File: src/rtl/bp_pkg.sv
// Shared encodings for the branch predictor: decode control codes and
// 2-bit BHT counter states, plus the saturating counter step.
package bp_pkg;

  typedef enum logic [1:0] {
    JC_NONE   = 2'b00,
    JC_BRANCH = 2'b01,
    JC_JAL    = 2'b10,
    JC_JALR   = 2'b11
  } jump_code_e;

  typedef enum logic [2:0] {
    BC_EQ  = 3'b000,
    BC_NE  = 3'b001,
    BC_LT  = 3'b100,
    BC_GE  = 3'b101,
    BC_LTU = 3'b110,
    BC_GEU = 3'b111
  } branch_code_e;

  typedef enum logic [1:0] {
    SNT = 2'd0,
    WNT = 2'd1,
    WT  = 2'd2,
    ST  = 2'd3
  } bht_cnt_e;

  function automatic logic [1:0] bht_next(input logic [1:0] cnt, input logic taken);
    if (taken) return (cnt == ST)  ? cnt : cnt + 2'd1;
    else       return (cnt == SNT) ? cnt : cnt - 2'd1;
  endfunction

endpackage

File: src/rtl/bp_bht_btb_if.sv
// Fetch-side prediction and decode-side resolve signals of the predictor.
interface bp_bht_btb_if #(
  parameter int XLEN = 32
);
  logic [XLEN-1:0] f_pc;
  logic [XLEN-1:0] f_pred_pc;
  logic            f_pred_taken;
  logic            d_valid;
  logic            d_stall;
  logic [XLEN-1:0] d_pc;
  logic [XLEN-1:0] d_pc_predicted;
  logic [XLEN-1:0] d_imm;
  logic [XLEN-1:0] d_reg_data1;
  logic [XLEN-1:0] d_reg_data2;
  logic [1:0]      d_jump_code;
  logic [2:0]      d_branch_code;
  logic            d_cannot_predict;
  logic [XLEN-1:0] d_nextpc;
  logic            d_fail_predict;

  modport master (
    output f_pc, d_valid, d_stall, d_pc, d_pc_predicted, d_imm, d_reg_data1,
           d_reg_data2, d_jump_code, d_branch_code, d_cannot_predict,
    input  f_pred_pc, f_pred_taken, d_nextpc, d_fail_predict
  );

  modport slave (
    input  f_pc, d_valid, d_stall, d_pc, d_pc_predicted, d_imm, d_reg_data1,
           d_reg_data2, d_jump_code, d_branch_code, d_cannot_predict,
    output f_pred_pc, f_pred_taken, d_nextpc, d_fail_predict
  );
endinterface

File: src/rtl/bp_branch_cond.sv
// Conditional branch comparator; reserved funct3 codes resolve not-taken.
module bp_branch_cond
  import bp_pkg::*;
#(
  parameter int XLEN = 32
) (
  input  logic [2:0]      branch_code,
  input  logic [XLEN-1:0] rs1,
  input  logic [XLEN-1:0] rs2,
  output logic            taken
);
  always_comb begin
    taken = 1'b0;
    case (branch_code)
      BC_EQ:   taken = (rs1 == rs2);
      BC_NE:   taken = (rs1 != rs2);
      BC_LT:   taken = ($signed(rs1) <  $signed(rs2));
      BC_GE:   taken = ($signed(rs1) >= $signed(rs2));
      BC_LTU:  taken = (rs1 <  rs2);
      BC_GEU:  taken = (rs1 >= rs2);
      default: taken = 1'b0;
    endcase
  end
endmodule

File: src/rtl/bp_bht_btb.sv
// Direct-mapped BTB plus 2-bit BHT: combinational fetch prediction from
// registered tables, decode-stage resolve, table training and perf counters.
module bp_bht_btb
  import bp_pkg::*;
#(
  parameter int XLEN      = 32,
  parameter int BHT_IDX_W = 6,
  parameter int BTB_IDX_W = 4,
  parameter int CNT_W     = 32
) (
  input  logic             clk,
  input  logic             rst_n,
  bp_bht_btb_if.slave      bus,
  output logic [CNT_W-1:0] perf_branches,
  output logic [CNT_W-1:0] perf_mispredicts
);
  localparam int BHT_N = 1 << BHT_IDX_W;
  localparam int BTB_N = 1 << BTB_IDX_W;
  localparam int TAG_W = XLEN - BTB_IDX_W - 2;

  logic [1:0]      bht     [BHT_N];
  logic            btb_vld [BTB_N];
  logic            btb_unc [BTB_N];
  logic [TAG_W-1:0] btb_tag [BTB_N];
  logic [XLEN-1:0] btb_tgt [BTB_N];

  // Fetch lookup reads only registered state, so a same-cycle update is
  // seen by fetch one cycle later.
  logic [BHT_IDX_W-1:0] f_bidx;
  logic [BTB_IDX_W-1:0] f_tidx;
  logic                 f_hit, f_taken;

  assign f_bidx  = bus.f_pc[BHT_IDX_W+1:2];
  assign f_tidx  = bus.f_pc[BTB_IDX_W+1:2];
  assign f_hit   = btb_vld[f_tidx] && (btb_tag[f_tidx] == bus.f_pc[XLEN-1:BTB_IDX_W+2]);
  assign f_taken = f_hit && (btb_unc[f_tidx] || bht[f_bidx][1]);

  assign bus.f_pred_taken = f_taken;
  assign bus.f_pred_pc    = f_taken ? btb_tgt[f_tidx] : bus.f_pc + XLEN'(4);

  logic            br_taken, d_taken, upd;
  logic [XLEN-1:0] nextpc;
  logic [BHT_IDX_W-1:0] d_bidx;
  logic [BTB_IDX_W-1:0] d_tidx;

  bp_branch_cond #(.XLEN(XLEN)) u_cond (
    .branch_code (bus.d_branch_code),
    .rs1         (bus.d_reg_data1),
    .rs2         (bus.d_reg_data2),
    .taken       (br_taken)
  );

  always_comb begin
    d_taken = 1'b0;
    nextpc  = bus.d_pc + XLEN'(4);
    case (bus.d_jump_code)
      JC_JALR: begin
        d_taken = 1'b1;
        nextpc  = (bus.d_reg_data1 + bus.d_imm) & ~XLEN'(1);
      end
      JC_JAL: begin
        d_taken = 1'b1;
        nextpc  = bus.d_pc + bus.d_imm;
      end
      JC_BRANCH: begin
        d_taken = br_taken;
        if (br_taken) nextpc = bus.d_pc + bus.d_imm;
      end
      default: ;
    endcase
  end

  assign bus.d_nextpc       = nextpc;
  assign bus.d_fail_predict = bus.d_valid && !bus.d_cannot_predict &&
                              (nextpc != bus.d_pc_predicted);

  assign upd    = bus.d_valid && !bus.d_stall && (bus.d_jump_code != JC_NONE);
  assign d_bidx = bus.d_pc[BHT_IDX_W+1:2];
  assign d_tidx = bus.d_pc[BTB_IDX_W+1:2];

  always_ff @(posedge clk) begin
    if (!rst_n) begin
      for (int i = 0; i < BHT_N; i++) bht[i] <= WNT;
      for (int i = 0; i < BTB_N; i++) btb_vld[i] <= 1'b0;
      perf_branches    <= '0;
      perf_mispredicts <= '0;
    end else if (upd) begin
      bht[d_bidx] <= (bus.d_jump_code == JC_BRANCH) ? bht_next(bht[d_bidx], d_taken) : ST;
      if (d_taken) btb_vld[d_tidx] <= 1'b1;
      perf_branches <= perf_branches + CNT_W'(1);
      if (bus.d_fail_predict) perf_mispredicts <= perf_mispredicts + CNT_W'(1);
    end
  end

  // Tag/target/uncond payload is only meaningful behind a valid bit.
  always_ff @(posedge clk) begin
    if (rst_n && upd && d_taken) begin
      btb_tag[d_tidx] <= bus.d_pc[XLEN-1:BTB_IDX_W+2];
      btb_tgt[d_tidx] <= nextpc;
      btb_unc[d_tidx] <= (bus.d_jump_code != JC_BRANCH);
    end
  end
endmodule

File: src/flat_wrapper.sv
// flat-port wrapper written by rule: the top's interface ports become plain ports
module bp_bht_btb_flat import bp_pkg::*;
#(
  parameter int XLEN      = 32,
  parameter int BHT_IDX_W = 6,
  parameter int BTB_IDX_W = 4,
  parameter int CNT_W     = 32
)
  (clk, rst_n, perf_branches, perf_mispredicts, bus_f_pc, bus_d_valid, bus_d_stall, bus_d_pc, bus_d_pc_predicted, bus_d_imm, bus_d_reg_data1, bus_d_reg_data2, bus_d_jump_code, bus_d_branch_code, bus_d_cannot_predict, bus_f_pred_pc, bus_f_pred_taken, bus_d_nextpc, bus_d_fail_predict);
  bp_bht_btb_if #(.XLEN(XLEN)) bus_i ();
  input  logic clk;
  input  logic rst_n;
  output logic [CNT_W-1:0] perf_branches;
  output logic [CNT_W-1:0] perf_mispredicts;
  input wire logic [$bits(bus_i.f_pc)-1:0] bus_f_pc;
  input wire logic [$bits(bus_i.d_valid)-1:0] bus_d_valid;
  input wire logic [$bits(bus_i.d_stall)-1:0] bus_d_stall;
  input wire logic [$bits(bus_i.d_pc)-1:0] bus_d_pc;
  input wire logic [$bits(bus_i.d_pc_predicted)-1:0] bus_d_pc_predicted;
  input wire logic [$bits(bus_i.d_imm)-1:0] bus_d_imm;
  input wire logic [$bits(bus_i.d_reg_data1)-1:0] bus_d_reg_data1;
  input wire logic [$bits(bus_i.d_reg_data2)-1:0] bus_d_reg_data2;
  input wire logic [$bits(bus_i.d_jump_code)-1:0] bus_d_jump_code;
  input wire logic [$bits(bus_i.d_branch_code)-1:0] bus_d_branch_code;
  input wire logic [$bits(bus_i.d_cannot_predict)-1:0] bus_d_cannot_predict;
  output wire logic [$bits(bus_i.f_pred_pc)-1:0] bus_f_pred_pc;
  output wire logic [$bits(bus_i.f_pred_taken)-1:0] bus_f_pred_taken;
  output wire logic [$bits(bus_i.d_nextpc)-1:0] bus_d_nextpc;
  output wire logic [$bits(bus_i.d_fail_predict)-1:0] bus_d_fail_predict;
  assign bus_i.f_pc = bus_f_pc;
  assign bus_i.d_valid = bus_d_valid;
  assign bus_i.d_stall = bus_d_stall;
  assign bus_i.d_pc = bus_d_pc;
  assign bus_i.d_pc_predicted = bus_d_pc_predicted;
  assign bus_i.d_imm = bus_d_imm;
  assign bus_i.d_reg_data1 = bus_d_reg_data1;
  assign bus_i.d_reg_data2 = bus_d_reg_data2;
  assign bus_i.d_jump_code = bus_d_jump_code;
  assign bus_i.d_branch_code = bus_d_branch_code;
  assign bus_i.d_cannot_predict = bus_d_cannot_predict;
  assign bus_f_pred_pc = bus_i.f_pred_pc;
  assign bus_f_pred_taken = bus_i.f_pred_taken;
  assign bus_d_nextpc = bus_i.d_nextpc;
  assign bus_d_fail_predict = bus_i.d_fail_predict;
  bp_bht_btb #(.XLEN(XLEN), .BHT_IDX_W(BHT_IDX_W), .BTB_IDX_W(BTB_IDX_W), .CNT_W(CNT_W)) u_core (.clk(clk), .rst_n(rst_n), .bus(bus_i), .perf_branches(perf_branches), .perf_mispredicts(perf_mispredicts));
endmodule
File: config.mk
export PLATFORM = sky130hd
export DESIGN_NAME = bp_bht_btb_flat
export DESIGN_NICKNAME = d
export VERILOG_FILES = /design/src/rtl/bp_pkg.sv /design/src/rtl/bp_bht_btb_if.sv /design/src/rtl/bp_branch_cond.sv /design/src/rtl/bp_bht_btb.sv /design/src/flat_wrapper.sv
export SDC_FILE = /design/constraint.sdc
export NUM_CORES = 2
export LEC_CHECK = 0
export CAP_MARGIN = 40
export CORE_ASPECT_RATIO = 0.5
export CORE_UTILIZATION = 50
export CTS_CLUSTER_SIZE = 20
export DETAILED_ROUTE_END_ITERATION = 6
export GPL_TIMING_DRIVEN = 0
export PLACE_DENSITY = 0.69
export SLEW_MARGIN = 20
export SYNTH_ARGS = -nofsm -noshare
export SYNTH_HDL_FRONTEND = slang
export SYNTH_SLANG_ARGS = --single-unit
File: constraint.sdc
create_clock -name clk -period 27 [get_ports clk]
set_input_delay 8.1 -clock clk [delete_from_list [all_inputs] [get_ports clk]]
set_output_delay 8.1 -clock clk [all_outputs]
set_load 0.03 [all_outputs]
==> reports/metrics.yaml <==
status: "complete, but fails checks"
violations: "design-rule violations"
ys_warn_count: 0
min_from: "u_core.btb_vld[10]$_DFF_P_"
slew_headroom_pct: 38.0
grt_pass1_wl_um: 255000
power_mw: 4.05
grt_overflow: 0
r2r-start: "u_core.perf_mispredicts[3]$_SDFFE_PN0P_"
ff2ff_setup_slack_ns: 23.83
crit_family: "buffers and inverters"
synth_cells: 3564
whs_ns: 0.457
final_nets: 4464
whs_path_depth: 1
path_cells: "clkdlybuf4s50_1, ha_1, nor2b_1, o211ai_1, a2111oi_0, clkbuf_1, o31ai_1, nor2b_1, mux2i_1, clkbuf_1, nand2_1, clkbuf_1, a32oi_1, o2111ai_1, o2bb2ai_1, nor4_1, nand4_1, nand2_2, inv_2, clkdlybuf4s50_1"
pre_cts_slack_ns: 3.51
p_clk_share_pct: 36.4
port_buffers: 328
maxSlewViolCount: 0
timing.rr.end: "u_core.perf_mispredicts[26]$_SDFFE_PN0P_"
min_period_over_period_pct: 87.6
max_stage_delay_ns: 0.71
synth_cell_types: 89
synth_area_per_cell_um2: 15.0
gp_congestion: 0.977
min_delay_worst_endpoint: "u_core.btb_vld[10]$_DFF_P_"
cts_root_buf: "clkbuf_16"
firstDrtPassIters: 7
synth_area_mm2: 0.0535
worstMarginPinSlew_ns: 0.906
cp_max_fo: 10
top_usage_layer: "met2"
wirelength_um: 179000
crit_path_frequent_cell: "clkbuf_1"
grt_pass1_vias: 36000
crit_cells: 20
crit_arrival_ns: 15.56
vias_per_cell: 6.52
cts-resized-gates: 0
core_area_mm2: 0.106
synthArstFlopShare_pct: 0
num_vias: 36900
cts_tree: "yes"
final_cell_mix: "edfxtp_1 (1072), clkdlybuf4s50_1 (328), mux4_2 (321)"
htreeDepth: 3
fillers: 7721
cts.sinks: 1152
power_frac_comb_pct: 14.3
drcViolationCount: 6
drt_iter0_markers: 4840
met3_usage_pct: 6.43
cts_max_path_buffers: 3
dp_hpwl_um: 131000
clock.fmax_mhz: 42.3
synthFlopType: "edfxtp_1"
crit_type: "in -> out"
critPathLaunchType: "primary input"
layout_setup_ws_ns: 3.34
hold_viol: 0
swShare_pct: 26.0
globalRouteMet2Util_pct: 52.5
ir_worst_vdd_v: 0.0000528
grt_max_degree: 23
wl_per_cell_um: 31.5
syn_nets: 3868
ys_ff_latch: 1152
critPathRequiredTime_ns: 18.90
fin_crit_ns: 23.66
setup_violations: 0
drive_gt1_share_pct: 16.9
powerDensity_mw_per_mm2: 62.3
hold_class: "reg -> reg"
grtUsageMet1_pct: 45.7
rsz0062_at_grt: "no"
drv_cap: 0
final_common_cell: "edfxtp_1"
clk_latency_ns: 0.70
grt_antenna_before_repair: 13
power_switching_mw: 1.05
path_buf_inv: 6
r2r_cells: 13
num_rows: 84
path_clk_slew_ns: 0.07
p_leak_nw: 21.5
ant_nets: 0
finClkSkew_ns: 0.0228
power_frac_seq_pct: 49.3
synth_seq_area_share_pct: 63.2
cts_hold_buf: 0
track_usage_pct: 32.9
finalSetupTns_ns: 0
slowest_stage: "nand4_1"
end_kind: "primary output"
numCtsBuffers: 97
fin_util_pct: 61.5
fp.dieW_um: 465
io_pins: 332
fp.dieArea_mm2: 0.108
initial_utilization_pct: 50.7
dieHeight_um: 233
synth_edf_count: 1072
intPower_mw: 2.99
cts_setup_buffers: 0
area_growth_pct: 21.3
==> area by class of cell <==
cell class	instances	area (um^2)	area share, %
inverters	77	289	0.445
multi-input cells	2140	18900	29.1
flip-flops and latches	1152	33800	52.1
diodes	3	7.51	0.0116
plain buffers	195	786	1.21
well taps	1419	1780	2.74
clock inverters	67	790	1.22
clock buffers	114	2510	3.87
repair buffers	497	6060	9.33
==> worst reg2reg max path, cell delays in order (launching register included) <==
cell and delay [ns]:
dfxtp_1 0.41, and3_1 0.23, nand3_1 0.11, nor2_1 0.19, nand3_1 0.14, nor2_1 0.21, and3_1 0.20, and3_1 0.18
nand4_1 0.13, nor2_1 0.17, and3_1 0.24, nand3_1 0.20, or4_1 0.54, a21oi_1 0.15
==> power groups by stage <==
stage	clock network, mW	logic (mW)	registers (mW)
3_3_place_gp	0	0.516	2.04
4_1_cts	1.48	0.561	1.99
3_5_place_dp	0	0.558	2.03
5_1_grt	1.55	0.603	1.99
6_report	1.47	0.580	1.99
2_1_floorplan	0	0.291	2.03
==> per-stage QoR <==
stage               cell area, um^2  cells
global route                  64900   5664
detailed placement            61300   5455
floorplan                     53500   3564
global placement              58600   5311
CTS                           64600   5636
finish                        64900   5664
==> worst max path at each step <==
stage	startpoint	end
5_1_grt	bus_d_reg_data1[1]	bus_d_fail_predict
2_1_floorplan	bus_d_reg_data2[31]	bus_d_fail_predict
3_5_place_dp	bus_d_pc[7]	bus_d_fail_predict
3_3_place_gp	bus_d_reg_data2[31]	bus_d_fail_predict
4_1_cts	bus_d_pc[7]	bus_d_fail_predict
6_report	bus_d_reg_data1[1]	bus_d_fail_predict
==> per-layer routing <==
metal / part of all wire [%] / wire [um]
met5: 0.058 / 103
met4: 3.4 / 6120
met3: 10 / 18500
met2: 47 / 83100
met1: 40 / 70600
==> cell usage after synthesis, types with 73 or more instances <==
cell type	count	area, um^2
xor2_1	99	867
o21ai_0	84	420
nand3_1	142	711
dfxtp_1	80	1600
edfxtp_1	1072	32200
nor2_1	246	923
a22oi_1	79	593
inv_1	73	274
nand2_1	287	1080
ha_1	100	1250
a21oi_1	149	746
xnor2_1	96	841
mux4_2	321	7230
clkbuf_1	150	563
==> cell families (layout without fill, tap and decap cells) <==
kind of cell,Yosys count,after routing,share of synthesized area (%)
flip-flops,1152,1152,63.2
AND/OR/NAND/NOR,963,963,8.63
AO/OA/AOI/OAI,542,542,6.79
multiplexers,338,338,13.8
buffers and inverters,272,950,1.99
XOR/XNOR,195,195,3.19
adder cells (fa/ha/maj),102,102,2.41
other,0,3,0
==> sequential cells by signal, summed over array words and instances, names as in the netlist <==
signal	flops
u_core.perf_branches	32
u_core.perf_mispredicts	32
u_core.btb_tag	416
u_core.bht	128
u_core.btb_tgt	512
u_core.btb_unc	16
u_core.btb_vld	16
Note: power is estimated with default switching activity, not from simulation.
